$ cat src/rtl/stack_seq.sv
// rtl/stack_seq.sv - data-memory stack access sequencer (PUSH/POP 16/32-bit, full-descending SP)
module stack_seq #(
  parameter int ADDR_W = 10,
  parameter int DATA_W = 16
) (
  input  logic                clk,
  input  logic                rst,
  input  logic                cmd_valid,
  output logic                cmd_ready,
  input  logic [1:0]          cmd_op,
  input  logic [2*DATA_W-1:0] cmd_wdata,
  output logic                rsp_valid,
  output logic                rsp_err,
  output logic [2*DATA_W-1:0] rsp_rdata,
  output logic [ADDR_W-1:0]   mem_addr,
  output logic                mem_we,
  output logic                mem_re,
  output logic [DATA_W-1:0]   mem_wdata,
  input  logic [DATA_W-1:0]   mem_rdata,
  output logic [ADDR_W-1:0]   sp,
  output logic                empty,
  output logic                full,
  output logic                ovf,
  output logic                unf,
  input  logic                err_clr
);

  typedef enum logic [2:0] {IDLE, WR_HI, WR_LO, RD_LO, RD_HI, CAP, DONE} state_t;

  localparam logic [ADDR_W:0]   CAPACITY = {1'b1, {ADDR_W{1'b0}}};
  localparam logic [ADDR_W-1:0] ONE      = {{(ADDR_W-1){1'b0}}, 1'b1};

  state_t                state;
  state_t                next_state;
  logic [ADDR_W:0]       depth;
  logic [2*DATA_W-1:0]   wdata_q;
  logic                  wide_q;
  logic [DATA_W-1:0]     lo_q;

  logic                  accept;
  logic                  is_push;
  logic [ADDR_W+1:0]     words;
  logic                  over;
  logic                  under;
  logic                  reject;

  // Accept-time decode and capacity checks; widths carry one extra bit so depth+2 cannot wrap.
  always_comb begin
    accept  = cmd_valid && cmd_ready;
    is_push = ~cmd_op[0];
    words   = cmd_op[1] ? (ADDR_W+2)'(2) : (ADDR_W+2)'(1);
    over    = is_push  && (({1'b0, depth} + words) > {1'b0, CAPACITY});
    under   = !is_push && (words > {1'b0, depth});
    reject  = over || under;
  end

  // State register.
  always_ff @(posedge clk or negedge rst) begin
    if (!rst) state <= IDLE;
    else      state <= next_state;
  end

  // Next-state logic: rejected commands skip all memory phases and go straight to DONE.
  always_comb begin
    next_state = state;
    unique case (state)
      IDLE: begin
        if (accept) begin
          if (reject)       next_state = DONE;
          else if (is_push) next_state = cmd_op[1] ? WR_HI : WR_LO;
          else              next_state = RD_LO;
        end
      end
      WR_HI:   next_state = WR_LO;
      WR_LO:   next_state = DONE;
      RD_LO:   next_state = wide_q ? RD_HI : CAP;
      RD_HI:   next_state = CAP;
      CAP:     next_state = DONE;
      DONE:    next_state = IDLE;
      default: next_state = IDLE;
    endcase
  end

  // Outputs decoded from state; reads target sp+1, writes target sp.
  always_comb begin
    cmd_ready = (state == IDLE);
    rsp_valid = (state == DONE);
    mem_we    = (state == WR_HI) || (state == WR_LO);
    mem_re    = (state == RD_LO) || (state == RD_HI);
    mem_addr  = mem_re ? (sp + ONE) : sp;
    mem_wdata = (state == WR_HI) ? wdata_q[2*DATA_W-1:DATA_W] : wdata_q[DATA_W-1:0];
    empty     = (depth == '0);
    full      = (depth == CAPACITY);
  end

  // Stack pointer and depth move one word per memory access cycle.
  always_ff @(posedge clk or negedge rst) begin
    if (!rst) begin
      sp    <= '1;
      depth <= '0;
    end else if (mem_we) begin
      sp    <= sp - ONE;
      depth <= depth + 1'b1;
    end else if (mem_re) begin
      sp    <= sp + ONE;
      depth <= depth - 1'b1;
    end
  end

  // Command latch, response status and pop-data assembly (lo from RD_HI, hi from CAP).
  always_ff @(posedge clk or negedge rst) begin
    if (!rst) begin
      wdata_q   <= '0;
      wide_q    <= 1'b0;
      lo_q      <= '0;
      rsp_err   <= 1'b0;
      rsp_rdata <= '0;
    end else begin
      if (accept) begin
        wdata_q <= cmd_wdata;
        wide_q  <= cmd_op[1];
        rsp_err <= reject;
      end
      if (state == RD_HI) lo_q <= mem_rdata;
      if (state == CAP) begin
        rsp_rdata <= wide_q ? {mem_rdata, lo_q} : {{DATA_W{1'b0}}, mem_rdata};
      end
    end
  end

  // Sticky error flags; a new error on the same edge as err_clr keeps the flag set.
  always_ff @(posedge clk or negedge rst) begin
    if (!rst) begin
      ovf <= 1'b0;
      unf <= 1'b0;
    end else begin
      ovf <= (accept && over)  || (ovf && !err_clr);
      unf <= (accept && under) || (unf && !err_clr);
    end
  end

endmodule

$ cat config.mk
export PLATFORM = sky130hd
export DESIGN_NAME = stack_seq
export DESIGN_NICKNAME = d
export VERILOG_FILES = /design/src/rtl/stack_seq.sv
export SDC_FILE = /design/constraint.sdc
export NUM_CORES = 1
export LEC_CHECK = 0
export CAP_MARGIN = 10
export CORE_MARGIN = 1
export CORE_UTILIZATION = 38
export DETAILED_ROUTE_END_ITERATION = 8
export PLACE_DENSITY_LB_ADDON = 0.05
export SETUP_SLACK_MARGIN = 0.1
export SYNTH_ARGS = -nofsm -noshare
export SYNTH_HDL_FRONTEND = slang
export SYNTH_SLANG_ARGS = --single-unit
$ cat constraint.sdc
create_clock -name clk -period 3.03 [get_ports clk]
set_input_delay 0.606 -clock clk [delete_from_list [all_inputs] [get_ports clk]]
set_output_delay 0.606 -clock clk [all_outputs]
set_load 0.01 [all_outputs]
==> results of run 1 <==
worst max-delay path: stages (launching register included):
cell and delay (ns):
dfrtp_2 0.47, nor2_1 0.17, and2_1 0.18, buf_8 0.19, mux2_2 0.36, clkdlybuf4s50_1 0.50
cells in the mapped netlist, types with 3 or more instances:
master,n
dfrtp_1,98
nand2_1,72
mux2_2,67
o21ai_0,45
mux2i_1,20
nor2_1,16
clkbuf_1,15
ha_1,15
inv_1,15
xnor2_1,15
xor2_1,12
a21oi_1,10
dfstp_2,10
nor3_1,6
o31ai_1,6
buf_2,5
nand2b_1,5
a21o_1,4
and3_1,4
nand3_1,4
nor4_1,4
a211o_1,3
and2_1,3
nor2b_1,3
o21a_1,3
through the flow:
step | hold WS [ns] | std cells
6_report | 0.148 | 830
3_3_place_gp | 0.463 | 809
4_1_cts | 0.149 | 829
5_1_grt | 0.158 | 830
3_5_place_dp | 0.470 | 809
2_1_floorplan | 0.310 | 503
power breakdown:
part | switching (mW) | total (mW) | internal (mW)
logic | 2.22 | 4.85 | 2.63
registers | 0.619 | 2.84 | 2.22
clock network | 0.560 | 1.21 | 0.653
how the worst max path moves through the flow:
stage	start	endpoint	slack (ns)	cells after the start
after floorplan	state[1]	depth[10]	0.36	12
after global placement	cmd_op[1]	ovf	-0.12	9
after detailed placement	cmd_op[1]	state[2]	-0.21	11
after CTS	state[1]	mem_addr[9]	0.12	6
after global routing	state[1]	mem_wdata[2]	0.1	5
final	state[1]	mem_wdata[2]	0.20	5
per-layer routing:
layer	wire (µm)	up-vias
met5	0	-
met4	167	0
met3	820	11
met2	5730	105
met1	6320	1992
li1	-	2049
flip-flops by register name (all words and copies together) (netlist names):
name       cells
depth         11
lo_q          16
ovf            1
rsp_err        1
rsp_rdata     32
sp            10
state          3
unf            1
wdata_q       32
wide_q         1
timing repair:
| action | CTS | global route |
|---|---|---|
| endpoints found under the setup margin | 24 | 29 |
| gates resized for setup | 7 | 18 |
| pin swaps | 0 | 3 |
| setup buffers | 4 | 1 |
layout make-up:
cell class,count,area (µm²),area share [%]
Multi-Input combinational cell,355,2730,36.1
Sequential cell,108,2720,36.0
Timing Repair Buffer,155,1510,20.1
Clock buffer,10,229,3.03
Tap cell,180,225,2.98
Clock inverter,6,72.6,0.961
Inverter,16,62.6,0.829
placed cells by master, fill, tap and decap left out, drive strengths merged, types with 15 or more instances in the layout:
cell           instances
xnor2                 15
mux2i                 20
ha                    15
buf                   26
mux2                  67
clkdlybuf4s50        123
nand2                 73
o21ai                 46
inv                   18
nor2                  17
dfrtp                 98
logic make-up (layout without fill, tap and decap cells):
family / Yosys count / after routing / share of synthesized area (%)
buf+inv: 40 / 187 / 3.26
xor+xnor: 27 / 27 / 4.25
fa+ha+maj: 17 / 17 / 4.09
flops: 108 / 108 / 48.8
simple gates: 136 / 136 / 11.9
mux: 87 / 87 / 17.2
compound gates: 88 / 88 / 10.5
==> reports/metrics.cfg, run 1 <==
[outcome]
outcome=completed

[timing]
grt_setup_unrepaired=no
setup_slack_ns=0.196
post-route-min-period_ns=2.83
max_freq_mhz=353
finalHoldViolCount=0
skew_ns=0.00707
maxSlewHeadroom_pct=45.7
finalSetupViolations=0
tns_ns=0
period_share_pct=93.5
slew_viol_final=0
worst_slew_pin_slew_ns=0.814

[global_routing]
grt_pass1_vias=4118
grt_use_total_pct=17.9
antenna_found_initial=0
grt_max_degree=65
grt_use_met3_pct=4.98
gr-max-usage-layer=met2
grt_first_pass_wirelength_mm=20.9
grtUsageMet2_pct=26.8
met1_usage_pct=24.9
grt_overflow_total=0

[clocking]
clk_pin_slew_ns=0.08
clock_path_buffers=2
clock-sinks=108
cts-htree-levels=3
clock_latency_ns=0.35
cts_tree=done
postCtsHoldBufs=0
cts-buffers-inserted=9
root_buffer=clkbuf_16

[cells_and_area]
nNetsFinal=716
drive_above_1_share_pct=22.2
nFillCells=1288
fin_util_pct=53.6
diodes=0
final_cell_area_mm2=0.00755
area_growth_syn_to_layout_pct=35.7

[drt]
routedWlPerCell_um=15.7
drc=0
wirelength_mm=13.0
drtIter0Drc=143
ant_nets=0
via_per_inst=5.01
num_vias=4157
dr.pass1.iters=4

[logic_synthesis]
yosysSeqAreaShare_pct=48.8
syn_avg_cell_area_um2=11.1
syn-num-nets=574
ys_ff_latch=108
async_reset_ff_share_pct=100
synth_edf_count=0
synth_top_flop_cell=dfrtp_1
synth_top_area_share_pct=44.1
synthTopCellsByArea=dfrtp_1 (44%), mux2_2 (14%), nand2_1 (4.9%), dfstp_2 (4.7%), o21ai_0 (4.0%)
synthDistinctLibCells=63
synthesis.area_mm2=0.00556
yosys_warnings=0
netlist_instances=503
synth_area_leader_cell=dfrtp_1

[floorplan]
die_y_um=123
start_util_pct=39.5
rows=43
coreArea_mm2=0.0141
die_x_um=123
io_pins=131
die_area_mm2=0.0151

[pwr]
powerDensity_mw_per_mm2=1180
power.total_mw=8.91
peakVddDrop_uv=555
p_leak_nw=3.25

[placement]
dpl.hpwl_mm=9.14
io_buffers=130
gp_congestion=0.794
post_dp_cell_area_mm2=0.00713
post-place-ws_ns=-0.212

[critical_path]
crit_path_start_kind=flop
critPathKind=reg2out
critPathMaxFanout=17
rrSetupSlack_ns=0.32
r2r_cells=11
cp-end-kind=primary output
r2r-end=depth[8]
critPathArrivalTime_ns=2.23
rr_startpoint=state[1]
required_ns=2.42

[flow_run]
maxCapViolCount=0

[hold_path]
hp-class=in2async

Power figures use the tool's default switching activity.
==> run 2, diff against run 1 <==
--- a/config.mk
+++ b/config.mk
@@ -5,6 +5,7 @@
 export SDC_FILE = /design/constraint.sdc
 export NUM_CORES = 1
 export LEC_CHECK = 0
+export ABC_AREA = 0
 export CAP_MARGIN = 10
 export CORE_MARGIN = 1
 export CORE_UTILIZATION = 38
==> results of run 2 <==
The final DEF is identical to that of run 1; final timing and power are the same.
